--- config.mk ---
export PLATFORM = sky130hd
export DESIGN_NAME = des_key_schedule
export DESIGN_NICKNAME = d
export VERILOG_FILES = /design/src/rtl/des_key_schedule.sv
export SDC_FILE = /design/constraint.sdc
export NUM_CORES = 1
export LEC_CHECK = 0
export ABC_AREA = 1
export CORE_MARGIN = 1
export CORE_UTILIZATION = 44
export CTS_CLUSTER_SIZE = 14
export DETAILED_ROUTE_END_ITERATION = 16
export PLACE_DENSITY = 0.78
export REMOVE_ABC_BUFFERS = 1
export SYNTH_ARGS = -nofsm -noshare
export SYNTH_HDL_FRONTEND = slang
export SYNTH_SLANG_ARGS = --single-unit
--- constraint.sdc ---
create_clock -name clk -period 2.4 [get_ports clk]
set_input_delay 0.72 -clock clk [delete_from_list [all_inputs] [get_ports clk]]
set_output_delay 0.72 -clock clk [all_outputs]
set_load 0.1 [all_outputs]
--- src/rtl/des_key_schedule.sv ---
// Sequential DES key schedule: PC-1 load, per-round C/D rotation, PC-2 subkeys over valid/ready.
// Optional DES_KEY_SCHEDULE_DECRYPT_EN adds a decrypt input that emits K16..K1 using right rotations.
module des_key_schedule (
    input  logic        clk,
    input  logic        rst,
    input  logic        start,
    input  logic [63:0] key_in,
`ifdef DES_KEY_SCHEDULE_DECRYPT_EN
    input  logic        decrypt,
`endif
    output logic [47:0] subkey,
    output logic        subkey_valid,
    input  logic        subkey_ready,
    output logic [3:0]  round,
    output logic        busy,
    output logic        done
);

    typedef enum logic {IDLE, EMIT} state_t;

    localparam int PC1_TAB [0:55] = '{
        57, 49, 41, 33, 25, 17,  9,  1, 58, 50, 42, 34, 26, 18,
        10,  2, 59, 51, 43, 35, 27, 19, 11,  3, 60, 52, 44, 36,
        63, 55, 47, 39, 31, 23, 15,  7, 62, 54, 46, 38, 30, 22,
        14,  6, 61, 53, 45, 37, 29, 21, 13,  5, 28, 20, 12,  4
    };

    localparam int PC2_TAB [0:47] = '{
        14, 17, 11, 24,  1,  5,  3, 28, 15,  6, 21, 10,
        23, 19, 12,  4, 26,  8, 16,  7, 27, 20, 13,  2,
        41, 52, 31, 37, 47, 55, 30, 40, 51, 45, 33, 48,
        44, 49, 39, 56, 34, 53, 46, 42, 50, 36, 29, 32
    };

    // DES numbers bits from the MSB, so DES bit n lives at key[64-n] and PC-1 bit 1 lands at [55].
    function automatic logic [55:0] pc1(input logic [63:0] k);
        logic [55:0] r;
        r = '0;
        for (int i = 0; i < 56; i++)
            r[6'(55 - i)] = k[6'(64 - PC1_TAB[i])];
        return r;
    endfunction

    function automatic logic [47:0] pc2(input logic [55:0] cd);
        logic [47:0] r;
        r = '0;
        for (int i = 0; i < 48; i++)
            r[6'(47 - i)] = cd[6'(56 - PC2_TAB[i])];
        return r;
    endfunction

    function automatic logic shift_two(input logic [3:0] r);
        return !(r == 4'd0 || r == 4'd1 || r == 4'd8 || r == 4'd15);
    endfunction

    function automatic logic [27:0] rotl(input logic [27:0] x, input logic two);
        return two ? {x[25:0], x[27:26]} : {x[26:0], x[27]};
    endfunction

    function automatic logic [27:0] rotr(input logic [27:0] x, input logic two);
        return two ? {x[1:0], x[27:2]} : {x[0], x[27:1]};
    endfunction

    state_t      state, state_n;
    logic [27:0] c, d, c_n, d_n;
    logic [3:0]  round_n;
    logic        done_n;
    logic [55:0] pc1_key;
    logic        rev;
    logic        load_rev;

    assign pc1_key = pc1(key_in);

`ifdef DES_KEY_SCHEDULE_DECRYPT_EN
    logic dec_q;

    assign rev      = dec_q;
    assign load_rev = decrypt;

    // Direction is latched with the key so a later change of decrypt cannot disturb a running schedule.
    always_ff @(posedge clk or posedge rst) begin
        if (rst)
            dec_q <= 1'b0;
        else if (state == IDLE && start)
            dec_q <= decrypt;
    end
`else
    assign rev      = 1'b0;
    assign load_rev = 1'b0;
`endif

    always_comb begin
        state_n = state;
        c_n     = c;
        d_n     = d;
        round_n = round;
        done_n  = 1'b0;
        case (state)
            IDLE: begin
                if (start) begin
                    state_n = EMIT;
                    if (load_rev) begin
                        c_n     = pc1_key[55:28];
                        d_n     = pc1_key[27:0];
                        round_n = 4'd15;
                    end else begin
                        c_n     = rotl(pc1_key[55:28], 1'b0);
                        d_n     = rotl(pc1_key[27:0], 1'b0);
                        round_n = 4'd0;
                    end
                end
            end
            EMIT: begin
                if (subkey_ready) begin
                    if (!rev) begin
                        if (round == 4'd15) begin
                            state_n = IDLE;
                            done_n  = 1'b1;
                        end else begin
                            c_n     = rotl(c, shift_two(4'(round + 4'd1)));
                            d_n     = rotl(d, shift_two(4'(round + 4'd1)));
                            round_n = round + 4'd1;
                        end
                    end else begin
                        // Undo the shift that produced the current subkey to step back one round.
                        if (round == 4'd0) begin
                            state_n = IDLE;
                            done_n  = 1'b1;
                        end else begin
                            c_n     = rotr(c, shift_two(round));
                            d_n     = rotr(d, shift_two(round));
                            round_n = round - 4'd1;
                        end
                    end
                end
            end
            default: state_n = IDLE;
        endcase
    end

    always_ff @(posedge clk or posedge rst) begin
        if (rst) begin
            state <= IDLE;
            c     <= '0;
            d     <= '0;
            round <= '0;
            done  <= 1'b0;
        end else begin
            state <= state_n;
            c     <= c_n;
            d     <= d_n;
            round <= round_n;
            done  <= done_n;
        end
    end

    assign subkey_valid = (state == EMIT);
    assign busy         = (state == EMIT);
    assign subkey       = pc2({c, d});

endmodule
* Word level (Yosys, flattened, before mapping)
Cells that the tools add are included.
** Word-level totals
- Register bits after elaboration :: 62
- Input port bits :: 68
- Output and inout bits :: 55
** Cells by class
- $add $sub $neg :: 1
- Eq/ne operators :: 7
- Mux-type cells :: 21
- Bitwise logic cells :: 1
- Reductions and logical operators :: 5
** Operators by type and width (number)
- $mux 28 :: 8
- $pmux 28 s2 :: 2
- $eq 4x4->1 const B :: 3
- $mux 4 :: 3
- $pmux 4 s2 :: 1
- $mux 1 :: 6
- $ne 2x2->1 const B :: 3
- $add 4x1->4 const B :: 1
- $eq 4x1->1 const B :: 1
- $logic_not 4->1 :: 1
- $logic_or 1x1->1 :: 3
- $reduce_and 3->1 :: 1
- $pmux 1 s2 :: 1
- $not 1->1 :: 1

* Depth between registers and ports, before layout
Gate-level depths: netlist of run 1.
- Depth in word-level cells :: 9
- Depth in mapped cells :: 10
- Mapped depth without buffers :: 9

* Worst setup path before layout of run 1
OpenSTA, ideal clock, no wires.
- Path kind :: flip-flop to flip-flop
- Start :: reg round[1]
- End :: reg round[0]
- Library setup time :: 0.127 ns
- Data arrival time :: 2.262 ns
- Data required time :: 2.273 ns
- Path slack :: 0.012 ns
- Stages on the path, launching flop included :: 10
- Path buffers :: 1
- Clock period less this slack :: 2.388 ns
- Cell sequence :: dfrtp_1 -> ha_1 -> nand3_1 -> nand3_2 -> inv_2 -> a21oi_4 -> inv_2 -> buf_2 -> nand3_1 -> o21ai_1
** On the way
- Cells in the longest elaborated chain, start to end :: 3
** RTL lines
- start: declaration :: line 14 : output logic [3:0] round,
- start signal: assignment :: line 152 : round <= round_n;
- $eq 4x4->1
- $ne 2x2->1 (no source line)
- $reduce_and 3->1 (no source line)
No other way between the ends.
A chain may end at the register's enable or synchronous reset.

* Worst setup path after layout of run 1
- Start :: reg round[1]
- End :: reg d[3]
** On the way
- Cells in the longest elaborated chain, start to end :: 9
- Elaborated cells on any way between the ends :: 15
- Those cells by class :: add/sub (1); eq/ne (5); mux (4); reduce/logical (5)
** RTL lines
- $add 4x1->4 :: line 121 : d_n = rotl(d, shift_two(4'(round + 4'd1)));
- $eq 4x1->1 / $logic_not 4->1 (equally long branches) :: line 53 : return !(r == 4'd0 || r == 4'd1 || r == 4'd8 || r == 4'd15);
- $logic_or 1x1->1 (3 in a row) :: line 53
- $mux 28 :: line 57 : return two ? {x[25:0], x[27:26]} : {x[26:0], x[27]};
- $mux 28 :: line 116 : if (round == 4'd15) begin
- $mux 28 :: line 114 : if (subkey_ready) begin
- $pmux 28 s2 :: line 98 : case (state)
- end signal: assignment :: line 151 : d <= d_n;
- end: declaration :: line 65 : logic [27:0] c, d, c_n, d_n;
Several ways; a longest one is shown, not always the timed one. The select of a mux whose other input is x is not followed.

==> summary.md, run 1 <==
| Metric | Value |
|---|---|
| Design area | 4790 um2 |
| Crit path max fanout | 44 |
| Clock latency on the worst-skew pair | 0.35 ns |
| Worst hold path startpoint | d[18] |
| GR peak layer | met2 |
| Setup Buffers After CTS | 0 |
| Chip height | 101 um |
| Gpl congestion | 0.843 |
| Chip Width | 101 um |
| CP arrival | 2.39 ns |
| Ports | 123 |
| Vias in the first global route | 2,937 |
| Max H-tree Level | 3 |
| DP Wirelength | 5.59 mm |
| Worst hold-check path type | reg -> reg |
| Clk root buf | clkbuf_8 |
| CTS sink cnt | 62 |
| Post-synthesis simple-gate area fraction | 0.279 |
| Setup violators final | 0 |
| Via count | 3,129 |
| Max-cap viol count | 0 |
| Hold Path End | d[18] |
| Avg Inst Size Synth | 8.81 um2 |
| Cts-stage hold buffer count | 0 |
| Core Rows | 35 |
| Drt total wl | 8.33 mm |
| Initial core utilization | 0.460 |
| M3 GR Usage | 0.0513 |
| WL/cell | 13.0 um |
| ANT cells | 0 |
| Reg2reg end | d[3] |
| Reg2Reg Setup Slack | 0.27 ns |
| Final setup TNS | 0 ns |
| Distinct cells, synth | 28 |
| Initial antenna violation count | 0 |
| CTS max path bufs | 2 |
| Fin crit period | 2.13 ns |
| Post-synthesis xor/xnor area fraction | 0 |
| Ys Warns | 0 |
| Crit. End Element | flip-flop |
| Cts bufs inserted | 9 |
| Total grt overflow | 0 |
| Initial DRC Count | 132 |
| Compound-Gate Fraction of Synth Area | 0.163 |
| Share of the yosys chip area belonging to registers | 0.360 |
| RR Startpoint | round[1] |
| Achievable frequency | 470 MHz |
| Critical path type | reg -> reg |
| Status | finished clean |
| Drt pass-1 iters | 4 |
| Largest net degree at the start of global routing | 63 |
| Hold depth | 2 |
| Pins over their slew limit | 0 |
| DR vias/cell | 4.87 |
| CTS tree | yes |
| DRT antenna net count | 0 |
| Final period util | 0.887 |
| Final Skew | 0.00938 ns |
| Adder-Cell Fraction of Synth Area | 0.00872 |
| Met2 usage | 0.286 |
| Post-route DRC violation count | 0 |
| Port bufs | 52 |
| Final hold vios | 0 |
| Largest family of logic cells by synthesized area | simple AND/OR/NAND/NOR gates |
| Area of placed instances | 4640 um2 |
| First-pass GRT wire length | 14.3 mm |
| Worst R2R Path Depth | 9 |
| Total GRT Usage | 0.181 |
| Cells after synthesis | 489 |
| Die area | 10,200 um2 |
| Grt met1 use | 0.237 |
| Seq cells post-synth | 62 |
| Layout Nets | 580 |
| Startpoint types | flip-flop |
| Core region area | 9370 um2 |
| Share of layout cells above drive strength 1 | 0.298 |
| Syn-to-layout area delta | 11.1% |
| Clk pin slew, worst setup/hold paths | 0.07 ns |
| Post-cts resize count | 0 |
| Multiplexer share of the synthesized area | 0 |
| Area of the mapped netlist | 4310 um2 |
| CP required | 2.66 ns |
| RSZ-0062 raised after global routing | false |
-- cell usage after synthesis (all sizes together) --
master | n | area share
clkbuf | 8 | 0.0070
o21ai | 2 | 0.0023
dfrtp | 62 | 0.36
conb | 1 | 0.00087
nor3b | 1 | 0.0029
inv | 64 | 0.056
nand3 | 22 | 0.033
ha | 3 | 0.0087
nand2 | 104 | 0.094
buf | 69 | 0.13
nor2 | 61 | 0.12
a21oi | 33 | 0.041
o31ai | 1 | 0.0017
nand4 | 17 | 0.026
o22ai | 41 | 0.12
-- layout by cell type, fill, tap and decap left out, types with 9 or more instances in the layout --
master / synthesis / final
nand3_1: 19 / 19
o22ai_2: 40 / 40
nand2_1: 101 / 101
inv_1: 60 / 59
buf_12: 4 / 10
conb_1: 1 / 22
dfrtp_1: 62 / 62
nor2_1: 19 / 19
clkdlybuf4s50_1: 0 / 19
nor2_4: 40 / 40
clkbuf_8: 0 / 9
buf_4: 50 / 36
nand4_1: 16 / 16
a21oi_1: 32 / 32
-- critical path: stages, from the launching register on --
cell	delay, ns
dfrtp_1	0.44
ha_1	0.29
nor2_2	0.07
nor2_2	0.13
nand3_4	0.22
nand3_4	0.21
buf_12	0.32
buf_4	0.21
nor2_4	0.03
o22ai_2	0.10
-- per-stage QoR --
stage          hold slack, ns  cells  utilization  setup WS, ns
2_1_floorplan           0.495    433            -         -1.40
3_3_place_gp            0.518    627        0.495         0.256
3_5_place_dp            0.532    627        0.495         0.228
4_1_cts                 0.558    642        0.511         0.272
5_1_grt                 0.576    642        0.511         0.135
6_report                0.550    642        0.511         0.272
-- worst max path at each step --
stage	from	to	slack [ns]	cells after the start
2_1_floorplan	busy	round[0]	-1.40	6
3_3_place_gp	subkey_ready	d[20]	0.26	8
3_5_place_dp	subkey_ready	d[0]	0.23	8
4_1_cts	round[1]	d[3]	0.27	9
5_1_grt	round[1]	d[3]	0.13	9
6_report	round[1]	d[3]	0.27	9
-- registers in the layout, summed over array words and instances, names as in the netlist --
register  cells
d            28
busy          1
round         4
done          1
c            28
-- final cells by class --
class	count	area [um2]
clock inverter	2	10.0
fill	853	4590
clock buffer	13	139
multi-input combinational	307	2020
tap	129	161
sequential	62	1550
inverter	64	240
timing repair buffer	65	661
-- metal layers --
layer / part of all wire / vias up
met5: 0 / -
met4: 0.014 / 0
met3: 0.062 / 12
met2: 0.47 / 89
met1: 0.45 / 1495
li1: - / 1533
-- cells by family (layout without fill, tap and decap cells) --
family                     Yosys count  in the layout
other                                1             22
AOI/OAI and AO/OA                   77             77
buffers and inverters              141            144
adders and majority gates            3              3
DFF                                 62             62
and+or+nand+nor                    205            205
Power of run 1 is not shown: default switching activity piles up to over one toggle a cycle in this logic, so the estimate is an artifact.
==> inputs of run 2 (changes only) <==
--- a/config.mk
+++ b/config.mk
@@ -6,6 +6,7 @@
 export NUM_CORES = 1
 export LEC_CHECK = 0
 export ABC_AREA = 1
+export CAP_MARGIN = 15
 export CORE_MARGIN = 1
 export CORE_UTILIZATION = 44
 export CTS_CLUSTER_SIZE = 14
==> results of run 2 <==
No change in the layout: final DEF, timing and power equal those of run 1.
Power of run 2 is left out for the same reason.
